[config.mk]
export PLATFORM = sky130hd
export DESIGN_NAME = serial_adder
export DESIGN_NICKNAME = d
export VERILOG_FILES = /design/src/rtl/serial_adder_pkg.sv /design/src/rtl/fa.sv /design/src/rtl/serial_adder.sv
export SDC_FILE = /design/constraint.sdc
export NUM_CORES = 1
export LEC_CHECK = 0
export BUFFER_PORTS_ARGS = -buffer_cell sky130_fd_sc_hd__buf_2
export CELL_PAD_IN_SITES_DETAIL_PLACEMENT = 0
export CELL_PAD_IN_SITES_GLOBAL_PLACEMENT = 1
export CORE_MARGIN = 8
export CORE_UTILIZATION = 36
export CTS_CLUSTER_SIZE = 8
export DETAILED_ROUTE_END_ITERATION = 8
export PLACE_DENSITY_LB_ADDON = 0.1
export SYNTH_ARGS = -nofsm -noshare
export SYNTH_HDL_FRONTEND = slang
export SYNTH_SLANG_ARGS = --single-unit
[constraint.sdc]
create_clock -name clk -period 1.2 [get_ports clk]
set_input_delay 0.12 -clock clk [delete_from_list [all_inputs] [get_ports clk]]
set_output_delay 0.12 -clock clk [all_outputs]
set_load 0.01 [all_outputs]
[src/rtl/serial_adder_pkg.sv]
`default_nettype none
// ============================================================================
// Module  : serial_adder_pkg
// Brief   : Shared state encoding for the bit-serial adder.
// Revision: 1.0 - initial release
// ============================================================================
package serial_adder_pkg;

   // 2'd3 is unused; the FSM default branch recovers it to ST_IDLE.
   typedef enum logic [1:0] {
      ST_IDLE = 2'd0,
      ST_RUN  = 2'd1,
      ST_DONE = 2'd2
   } state_t;

endpackage : serial_adder_pkg
`default_nettype wire

[src/rtl/fa.sv]
`default_nettype none
// ============================================================================
// Module  : fa
// Brief   : Single-bit full adder cell (combinational).
// Revision: 1.0 - initial release
// ============================================================================
module fa (
   input  logic a,
   input  logic b,
   input  logic cin,
   output logic s,
   output logic c
);

   assign s = a ^ b ^ cin;
   assign c = (a & b) | (cin & (a ^ b));

endmodule : fa
`default_nettype wire

[src/rtl/serial_adder.sv]
`default_nettype none
// ============================================================================
// Module  : serial_adder
// Brief   : Bit-serial WIDTH-bit adder. One operand bit pair per clock, LSB
//           first, through a single full-adder cell with a carry flip-flop.
//           start/busy/done handshake; result registered and held.
// Revision: 1.0 - initial release
// ============================================================================
module serial_adder
   import serial_adder_pkg::*;
#(
   parameter int WIDTH = 4
) (
   input  logic             clk,
   input  logic             rst,
   input  logic             start,
   input  logic [WIDTH-1:0] a,
   input  logic [WIDTH-1:0] b,
   input  logic             cin,
   output logic             busy,
   output logic             done,
   output logic [WIDTH-1:0] sum,
   output logic             cout
);

   localparam int            CW       = $clog2(WIDTH + 1);
   localparam logic [CW-1:0] LAST_BIT = CW'(WIDTH - 1);

   state_t           state;
   logic [WIDTH-1:0] a_sh;
   logic [WIDTH-1:0] b_sh;
   logic             carry;
   logic [CW-1:0]    count;
   logic             fa_s;
   logic             fa_c;
   logic [WIDTH-1:0] res_next;   // {s, res_sh[WIDTH-1:1]}: result register after this bit
   logic             load;

   assign load = (state == ST_IDLE) && start;

   fa u_fa (
      .a   (a_sh[0]),
      .b   (b_sh[0]),
      .cin (carry),
      .s   (fa_s),
      .c   (fa_c)
   );

   // Only the upper WIDTH-1 bits of the result shift register are ever read
   // back, so the register is kept at that width; WIDTH=1 needs none at all.
   generate
      if (WIDTH == 1) begin : g_res_w1
         assign res_next = fa_s;
      end else begin : g_res_wn
         logic [WIDTH-2:0] res_hi;

         // Partial-result shift register: cleared on load, shifts in s each RUN edge
         always_ff @(posedge clk) begin
            if (rst) begin
               res_hi <= '0;
            end else if (load) begin
               res_hi <= '0;
            end else if (state == ST_RUN) begin
               res_hi <= res_next[WIDTH-1:1];
            end
         end

         assign res_next = {fa_s, res_hi};
      end
   endgenerate

   // Control FSM, operand shifters, carry FF and held result registers
   always_ff @(posedge clk) begin
      if (rst) begin
         state <= ST_IDLE;
         a_sh  <= '0;
         b_sh  <= '0;
         carry <= 1'b0;
         count <= '0;
         sum   <= '0;
         cout  <= 1'b0;
      end else begin
         case (state)
            ST_IDLE: begin
               if (start) begin
                  a_sh  <= a;
                  b_sh  <= b;
                  carry <= cin;
                  count <= '0;
                  state <= ST_RUN;
               end
            end
            ST_RUN: begin
               carry <= fa_c;
               a_sh  <= a_sh >> 1;
               b_sh  <= b_sh >> 1;
               count <= count + CW'(1);
               if (count == LAST_BIT) begin
                  // Outputs move only here, so they never expose partial sums.
                  sum   <= res_next;
                  cout  <= fa_c;
                  state <= ST_DONE;
               end
            end
            ST_DONE: begin
               state <= ST_IDLE;
            end
            default: begin
               state <= ST_IDLE;
            end
         endcase
      end
   end

   assign busy = (state == ST_RUN);
   assign done = (state == ST_DONE);

endmodule : serial_adder
`default_nettype wire
---- Yosys cells after proc, flatten, opt, wreduce, memory -nomap -nowiden ----
Cells that the tools add are included.
word-level totals
  output and inout bits ................... 7
  register bits ........................... 22
  logic and storage cells ................. 37
operators by class
  equality and inequality tests ........... 5
  reductions and logical operators ........ 7
  multiplexer cells ....................... 11
  add/subtract/negate cells ............... 1
  bitwise operators ....................... 5
operators by type and width
  operator                                                                 number
  4-bit case mux with 2 select lines                                       2
  4-bit 2-to-1 mux                                                         2
  3-bit case mux with 2 select lines                                       1
  2-bit AND reduction                                                      3
  2-bit 2-to-1 mux                                                         2
  2-bit case mux with 2 select lines                                       1
  3-bit by 1-bit adder with 3-bit output, second input constant            1
  3-bit by 2-bit equality test with 1-bit output, second input constant    1
  3-bit 2-to-1 mux                                                         1
  1-bit bitwise AND                                                        2
  2-bit by 1-bit equality test with 1-bit output, second input constant    1
  2-bit equality test, second input constant                               1
  2-bit logical NOT                                                        1
  2-bit by 1-bit inequality test with 1-bit output, second input constant  1
  2-bit inequality test, second input constant                             1
  1-bit case mux with 2 select lines                                       1
  2-bit nonzero test                                                       1
  2-bit OR reduction                                                       1
  1-bit bitwise XOR                                                        2
  1-bit logical AND                                                        1
  1-bit 2-to-1 mux                                                         1
  1-bit OR                                                                 1

---- Longest topological paths before layout ----
Gate-level depths: netlist (run 1).
  depth in word-level cells ............... 4
  depth in mapped cells ................... 5
  mapped depth without buffers ............ 5

---- Hierarchy ----
From an unflattened synthesis (run 1), not the netlist that was laid out.
unflattened totals
  cells, all modules ...................... 94
  area total of the unflattened synthesis .. 950.9 µm²
by module, submodules not included
  module        sequential area each (µm²)  area an instance (µm²)  cells each  instances
  serial_adder  440.4                       930.9                   93          1
  fa            0.0                         20.0                    1           1

---- Worst setup path after synthesis (run 1) ----
Ideal clock, no wire load.
  path kind ............................... register to register
  start ................................... register count[0]
  end ..................................... register sum[0]
  stages on the path, launching flop included .. 6
  required time ........................... 1068 ps
  buffers on the path ..................... 0
  library setup time ...................... 132 ps
  setup slack ............................. 18 ps
  data arrival time ....................... 1050 ps
  cells stage by stage .................... dfxtp_1 > ha_1 > ha_1 > nand3b_1 > nand2_1 > a21oi_1
between the ends
  longest elaborated chain between the ends .. 2
RTL lines
  what                                            line                 RTL
  start, declared                                 serial_adder.sv:33   logic [CW-1:0] count;
  start signal, assigned                          serial_adder.sv:97   count <= count + CW'(1);
  3-bit by 2-bit equality test with 1-bit output  serial_adder.sv:98   if (count == LAST_BIT) begin
  2-bit AND reduction (no source line)            -
  end signal, assigned                            serial_adder.sv:100  sum <= res_next;
  end, declared                                   serial_adder.sv:22   output logic [WIDTH-1:0] sum,
Every way passes these cells.
A chain may end at the register's enable or synchronous reset.

---- Final worst setup path (run 1) ----
  start ................................... register carry
  end ..................................... register sum[3]
between the ends
  longest elaborated chain between the ends .. 1
RTL lines
  what                    line                RTL
  start, declared         serial_adder.sv:32  logic carry;
  start signal, assigned  serial_adder.sv:88  carry <= cin;
  1-bit bitwise XOR       fa.sv:15            assign s = a ^ b ^ cin;
  named net fa_s          serial_adder.sv:34  logic fa_s;
The timed path passes the listed nets, and every way through them passes these cells.

==> out/results.tsv, run 1 <==
stage	metric	value	unit
run_status	status	complete, no violations	
synthesis	Synth cell types	23	
clock_tree	H-tree depth	1	
setup_path	crit-path max FO	2	
setup_path	crit path DAT	1.45	ns
setup_path	kind of start point of the critical path	flop	
detailed_routing	WL per Instance	14.47	microns
setup_path	CP Capture Type	flop	
clock_tree	clock slew at reported path FFs	0.12	ns
clock_tree	clock insertion delay at the later pin of the skew report	0.31	ns
synthesis	ys async rst share	0	
worst_hold_path	hold_sp	a[3]	
detailed_routing	final wirelength	2243	microns
floorplanning	die width	68.24	microns
power_and_ir_drop	Comb power frac	0.170	
detailed_routing	Iteration-0 DRC Markers	46	
floorplanning	CORE AREA	2663	sq um
power_and_ir_drop	Leak	0.0005237	uW
sta	Max Clock Skew	0.003344	ns
setup_path	CP startpoint	carry	
worst_hold_path	Worst Hold Class	in -> reg	
synthesis	synthesis warning total	0	
sta	Min Hold Slack	0.04242	ns
placed_design	dpl cell area	1097	sq um
power_and_ir_drop	IR drop worst, VDD	651.3	uV
power_and_ir_drop	share of power burned in registers	0.545	
setup_path	worst-path cell chain	fa_2, nand3_1, a21oi_2	
synthesis	sequential element share of the synthesized area	0.4484	
placed_design	I/O Buffers	18	
clock_tree	total CTS buffers	3	
setup_path	Worst Path Buf+Inv	0	
setup_path	worst r2r src	carry	
layout	Post-layout nets	140	
synthesis	Syn Inst Count	94	
detailed_routing	drt first pass iters	4	
synthesis	mapped cell area	982.2	sq um
layout	ANT cells	0	
layout	fraction of layout cells with a size suffix above 1	0.4758	
clock_tree	Max clock buf depth	2	
floorplanning	# IOs	19	
layout	Design Area, Final	1285	sq um
sta	crit path time final	1.195	ns
global_routing	largest net degree at the start of global routing	23	
sta	Final Hold Fails	0	
setup_path	slowest CP cell	fa_2	
synthesis	syn_area_per_cell	10.45	sq um
synthesis	Post-synth EDFFs	0	
global_routing	global route overflow	0	
power_and_ir_drop	Int Pwr	1080	uW
sta	final setup fails	0	
global_routing	first-pass GRT wire length	3401	microns
global_routing	vias in the first global route	793	
clock_tree	Root Driver	clkbuf_4	
sta	Max transition margin	0.6714	
clock_tree	CTS Sinks	22	
detailed_routing	antenna-violating nets left	0	
clock_tree	hold_buf cts	0	
synthesis	post-synth top area share	0.4484	
setup_path	CP delay by family, top	adder cells	
setup_path	Worst Path Required	1.45	ns
setup_path	max incr delay on CP	0.59	ns
power_and_ir_drop	PD cells	1135	nW/um^2
floorplanning	Std-Cell Rows	19	
floorplanning	Die Span Y	68.24	microns
power_and_ir_drop	Switch Pwr	377.9	uW
power_and_ir_drop	Net Sw Frac	0.2591	
synthesis	Post-Syn Nets	109	
sta	pin slew with the least headroom to its limit	0.4929	ns
global_routing	Tot GR Track Use	0.09578	
sta	Max Slew Vio Count	0	
floorplanning	die area	4656	sq um
detailed_routing	drt via density	4.987	
setup_path	Worst Path Class, Setup	reg -> reg	
sta	fmax	836.7	MHz
synthesis	biggest area consumer among synthesized cells	dfxtp_1	
detailed_routing	via count	773	
floorplanning	Initial Util	0.3689	
sta	period utilization	0.9960	
sta	RSZ-0062 raised after global routing	yes	
synthesis	top_reg_cell synth	dfxtp_1	
synthesis	Seq cells post-synth	22	
synthesis	ranking of synthesized cells by area	dfxtp_1 45%, a211oi_2 10%, mux2i_1 8.2%	
global_routing	antenna violations before repair	0	
run	max_cap viols	0	
placed_design	final HPWL from detailed placement	1405	microns
placed_design	gpl congestion	0.6763	
clock_tree	CTS tree	yes	
detailed_routing	DRC viols	0	
layout	area grow syn2layout	30.83	%
power_and_ir_drop	Clock power frac	0.285	
power by group through the flow:
stage,clock network [uW],logic (uW),registers [uW]
2_1_floorplan,0,157,803
3_3_place_gp,0,196,807
3_5_place_dp,0,198,808
4_1_cts,421,217,792
5_1_grt,465,274,799
6_report,415,248,795
cell usage in the layout, fill, tap and decap left out, drive strengths merged:
cell type and n:
a21oi 5, nand2 5, nor2 16, a22oi 7, fa 1, nor3b 1
nand3 5, a211oi 8, nand3b 1, buf 30, ha 2, o21bai 1
o21ba 2, inv 3, nor3 1, mux2i 8, clkbuf 4, dfxtp 22
nor2b 2
final cells by class:
type | count | area [sq um]
Fill cell | 267 | 1378
Multi-Input combinational cell | 65 | 528.0
Sequential cell | 22 | 450.4
Timing Repair Buffer | 30 | 220.2
Tap cell | 31 | 38.79
Clock buffer | 4 | 36.28
Inverter | 3 | 11.26
cell families after synthesis:
| kind of cell | count (synthesis) | share of synthesized area |
|---|---|---|
| compound gates | 22 | 0.2089 |
| fa+ha+maj | 3 | 0.04586 |
| buf+inv | 8 | 0.06368 |
| flops | 22 | 0.4484 |
| mux | 8 | 0.08153 |
| simple gates | 31 | 0.1516 |
flip-flops by register name (all words and copies together), names as in the netlist:
name	flops
sum	4
carry	1
state	2
cout	1
g_res_wn.res_hi	3
a_sh	4
b_sh	4
count	3
worst min-delay path, delay by kind of cell:
kind | cells | cell delay, ns
buffers and inverters | 1 | 0.08
AOI/OAI and AO/OA | 1 | 0.05
and+or+nand+nor | 1 | 0.07
Yosys cell counts, types with 2 or more instances:
library cell and number:
a211oi_2 8, a21oi_1 5, a22oi_1 7, buf_6 2, dfxtp_1 22, ha_1 2
inv_1 3, mux2i_1 8, nand2_1 5, nand3_1 5, nor2_1 14, nor2_2 2
layer usage:
metal | vias to the layer above | wire (microns) | track usage
met2 | 11 | 1084 | 0.1594
met3 | 4 | 92 | 0.02128
li1 | 395 | - | -
met4 | 0 | 32 | 0.05371
met5 | - | 0 | 0
met1 | 363 | 1033 | 0.1112
path summary, 6_finish.rpt:
kind                            endpoint  slack (ns)  cells after the start
worst max-delay path              sum[3]       0.005                      3
worst min-delay path             a_sh[3]        0.04                      3
worst max register to register    sum[3]       0.005                      3
worst min register to register    sum[0]        0.47                      2
metrics by stage:
stage | cells | worst slack (ns) | power, uW | util | setup TNS (ns)
floorplan | 94 | 0.01764 | 959.5 | - | 0
global placement | 143 | 0.009580 | 1003 | 0.4121 | 0
detailed placement | 143 | -0.02656 | 1006 | 0.4121 | -0.03653
CTS | 151 | -0.02618 | 1429 | 0.4478 | -0.04476
global route | 155 | -0.07297 | 1538 | 0.4826 | -0.2684
finish | 155 | 0.004779 | 1458 | 0.4826 | 0
what timing repair did:
action / in CTS / in global routing
setup endpoints to repair: 9 / 15
gates cloned: 0 / 1
gates resized for setup: 11 / 9
pin swaps: 12 / 7
buffers inserted: 4 / 3
Note: power is estimated with default switching activity, not from simulation.
==> run 2, diff against run 1 <==
- PLACE_DENSITY: default -> 0.7
- PLACE_DENSITY_LB_ADDON: 0.1 -> default
==> run 2 against run 1 <==
Against the previous run:
- non-clock buffer count unchanged
- combinational power decreased by 7%
- global-route usage decreased by 0.11 points
- sequential power barely moved
- sequential cell count unchanged
- maximum frequency fell by 0.22%
- core utilization is 1.3 points lower
- critical path type unchanged
- largest cell class unchanged
- largest power group unchanged
==> out/results.tsv, run 2 (synthesis gave the netlist of run 1 again) <==
stage	metric	value	unit
power_and_ir_drop	Leak	0.0005133	uW
power_and_ir_drop	Switch Pwr	357.3	uW
sta	period utilization	0.9982	
clock_tree	H-tree depth	1	
sta	Max transition margin	0.6599	
clock_tree	clock insertion delay at the later pin of the skew report	0.30	ns
layout	Regs by FF count	a_sh (4), b_sh (4), sum (4)	
layout	Design Area, Final	1251	sq um
setup_path	worst-path cell chain	fa_2, nand3_1, a21oi_2	
worst_hold_path	Worst Hold Class	in -> reg	
clock_tree	clock slew at reported path FFs	0.12	ns
detailed_routing	WL per Instance	13.03	microns
setup_path	cell count of the worst reg-to-reg path	3	
power_and_ir_drop	IR drop worst, VDD	585.4	uV
power_and_ir_drop	share of power burned in registers	0.557	
floorplanning	die width	68.24	microns
setup_path	CP Capture Type	flop	
floorplanning	CORE AREA	2663	sq um
power_and_ir_drop	Clock power frac	0.281	
power_and_ir_drop	PD cells	1140	nW/um^2
setup_path	crit-path max FO	2	
detailed_routing	met3 WL	129	microns
worst_hold_path	hold_sp	b[3]	
detailed_routing	via count	768	
setup_path	Worst Path Required	1.44	ns
layout	register area	450.4	sq um
clock_tree	Max clock buf depth	2	
layout	area grow syn2layout	27.39	%
layout	filler cell count	268	
clock_tree	CTS tree	yes	
sta	Max Clock Skew	0.005060	ns
setup_path	slowest CP cell	fa_2	
global_routing	first-pass GRT wire length	3484	microns
sta	pin slew with the least headroom to its limit	0.5102	ns
global_routing	largest net degree at the start of global routing	23	
clock_tree	CTS Sinks	22	
floorplanning	die area	4656	sq um
worst_hold_path	Hold EP	b_sh[3]	
detailed_routing	met2 WL	889	microns
layout	Multi-input gate area	526.8	sq um
setup_path	crit path DAT	1.44	ns
setup_path	worst r2r src	a_sh[0]	
global_routing	antenna violations before repair	0	
sta	fmax	834.9	MHz
global_routing	Tot GR Track Use	0.09465	
placed_design	final HPWL from detailed placement	1333	microns
floorplanning	Std-Cell Rows	19	
clock_tree	hold_buf cts	0	
sta	crit path time final	1.198	ns
setup_path	max incr delay on CP	0.59	ns
power_and_ir_drop	Comb power frac	0.162	
clock_tree	total CTS buffers	3	
layout	most frequent cells in the layout	18 x buf_2, 16 x dfxtp_1, 14 x nor2_1	
detailed_routing	DRC viols	0	
setup_path	kind of start point of the critical path	flop	
detailed_routing	Iteration-0 DRC Markers	19	
floorplanning	# IOs	19	
detailed_routing	antenna-violating nets left	0	
sta	Max Slew Vio Count	0	
global_routing	global route overflow	0	
layout	ANT cells	0	
clock_tree	Root Driver	clkbuf_4	
worst_hold_path	Hold Path Depth	3	
sta	Final Hold Fails	0	
power_and_ir_drop	power consumption	1427	uW
layout	fraction of layout cells with a size suffix above 1	0.4878	
sta	Post-Route Setup TNS	0	ns
floorplanning	Initial Util	0.3689	
detailed_routing	M1 WL	980	microns
power_and_ir_drop	Int Pwr	1070	uW
detailed_routing	final wirelength	2006	microns
global_routing	vias in the first global route	774	
layout	Post-layout nets	139	
placed_design	dpl cells	142	
layout	post-route insts no fill	154	
detailed_routing	Top Metal Used	met4	
placed_design	dpl cell area	1090	sq um
detailed_routing	drt via density	4.987	
run	max_cap viols	0	
setup_path	Worst Path Class, Setup	reg -> reg	
floorplanning	Die Span Y	68.24	microns
run_status	status	complete, no violations	
setup_path	reg2reg end	sum[3]	
setup_path	r2r setup slk	0.002	ns
power_and_ir_drop	Net Sw Frac	0.2504	
sta	RSZ-0062 raised after global routing	yes	
layout	commonest non-fill, non-tap cell in the layout	buf_2	
placed_design	I/O Buffers	18	
detailed_routing	drt first pass iters	4	
sta	final setup fails	0	
placed_design	gpl congestion	0.6723	
[run 2: layout make-up]
class | count | area share
sequential | 22 | 0.3600
inverter | 3 | 0.009000
tap | 31 | 0.03100
timing repair buffer | 30 | 0.1500
clock buffer | 4 | 0.02900
multi-input combinational | 64 | 0.4210
[run 2: worst max-delay path, delay by kind of cell (launching register included)]
family,cells,cell delay (ns)
and+or+nand+nor,1,0.09
AOI/OAI and AO/OA,1,0.11
adders and majority gates,1,0.59
DFF,1,0.35
[run 2: metrics by stage]
stage,worst slack [ns],hold WS (ns),util
3_3_place_gp,0.01476,0.3593,0.4093
6_report,0.002194,0.05137,0.4699
4_1_cts,-0.02830,0.04164,0.4403
3_5_place_dp,-0.01502,0.3696,0.4093
2_1_floorplan,0.01764,0.1846,-
5_1_grt,-0.07874,0.04988,0.4699
[run 2: what timing repair did]
item / in CTS / in global routing
resized for setup: 9 / 10
setup buffers: 3 / 5
pin swaps: 11 / 9
setup endpoints to repair: 8 / 12
[run 2: worst max path at each step]
stage,startpoint,to,slack [ns],depth (start not counted)
floorplan,count[0],sum[0],0.02,5
global placement,carry,g_res_wn.res_hi[2],0.01,3
detailed placement,count[0],sum[3],-0.02,5
CTS,carry,sum[3],-0.03,3
global route,count[0],cout,-0.08,5
finish,a_sh[0],sum[3],0.002,3
[run 2: per-layer routing]
layer	global-route usage	vias to the layer above
li1	-	390
met1	0.1270	358
met2	0.1430	18
met3	0.02619	2
met4	0.03069	0
met5	0	-
[run 2: power by group through the flow]
stage / clock network (uW) / logic (uW) / registers (uW)
global route: 444 / 256 / 800
global placement: 0 / 193 / 806
floorplan: 0 / 157 / 803
CTS: 416 / 207 / 793
detailed placement: 0 / 194 / 807
finish: 400 / 231 / 795
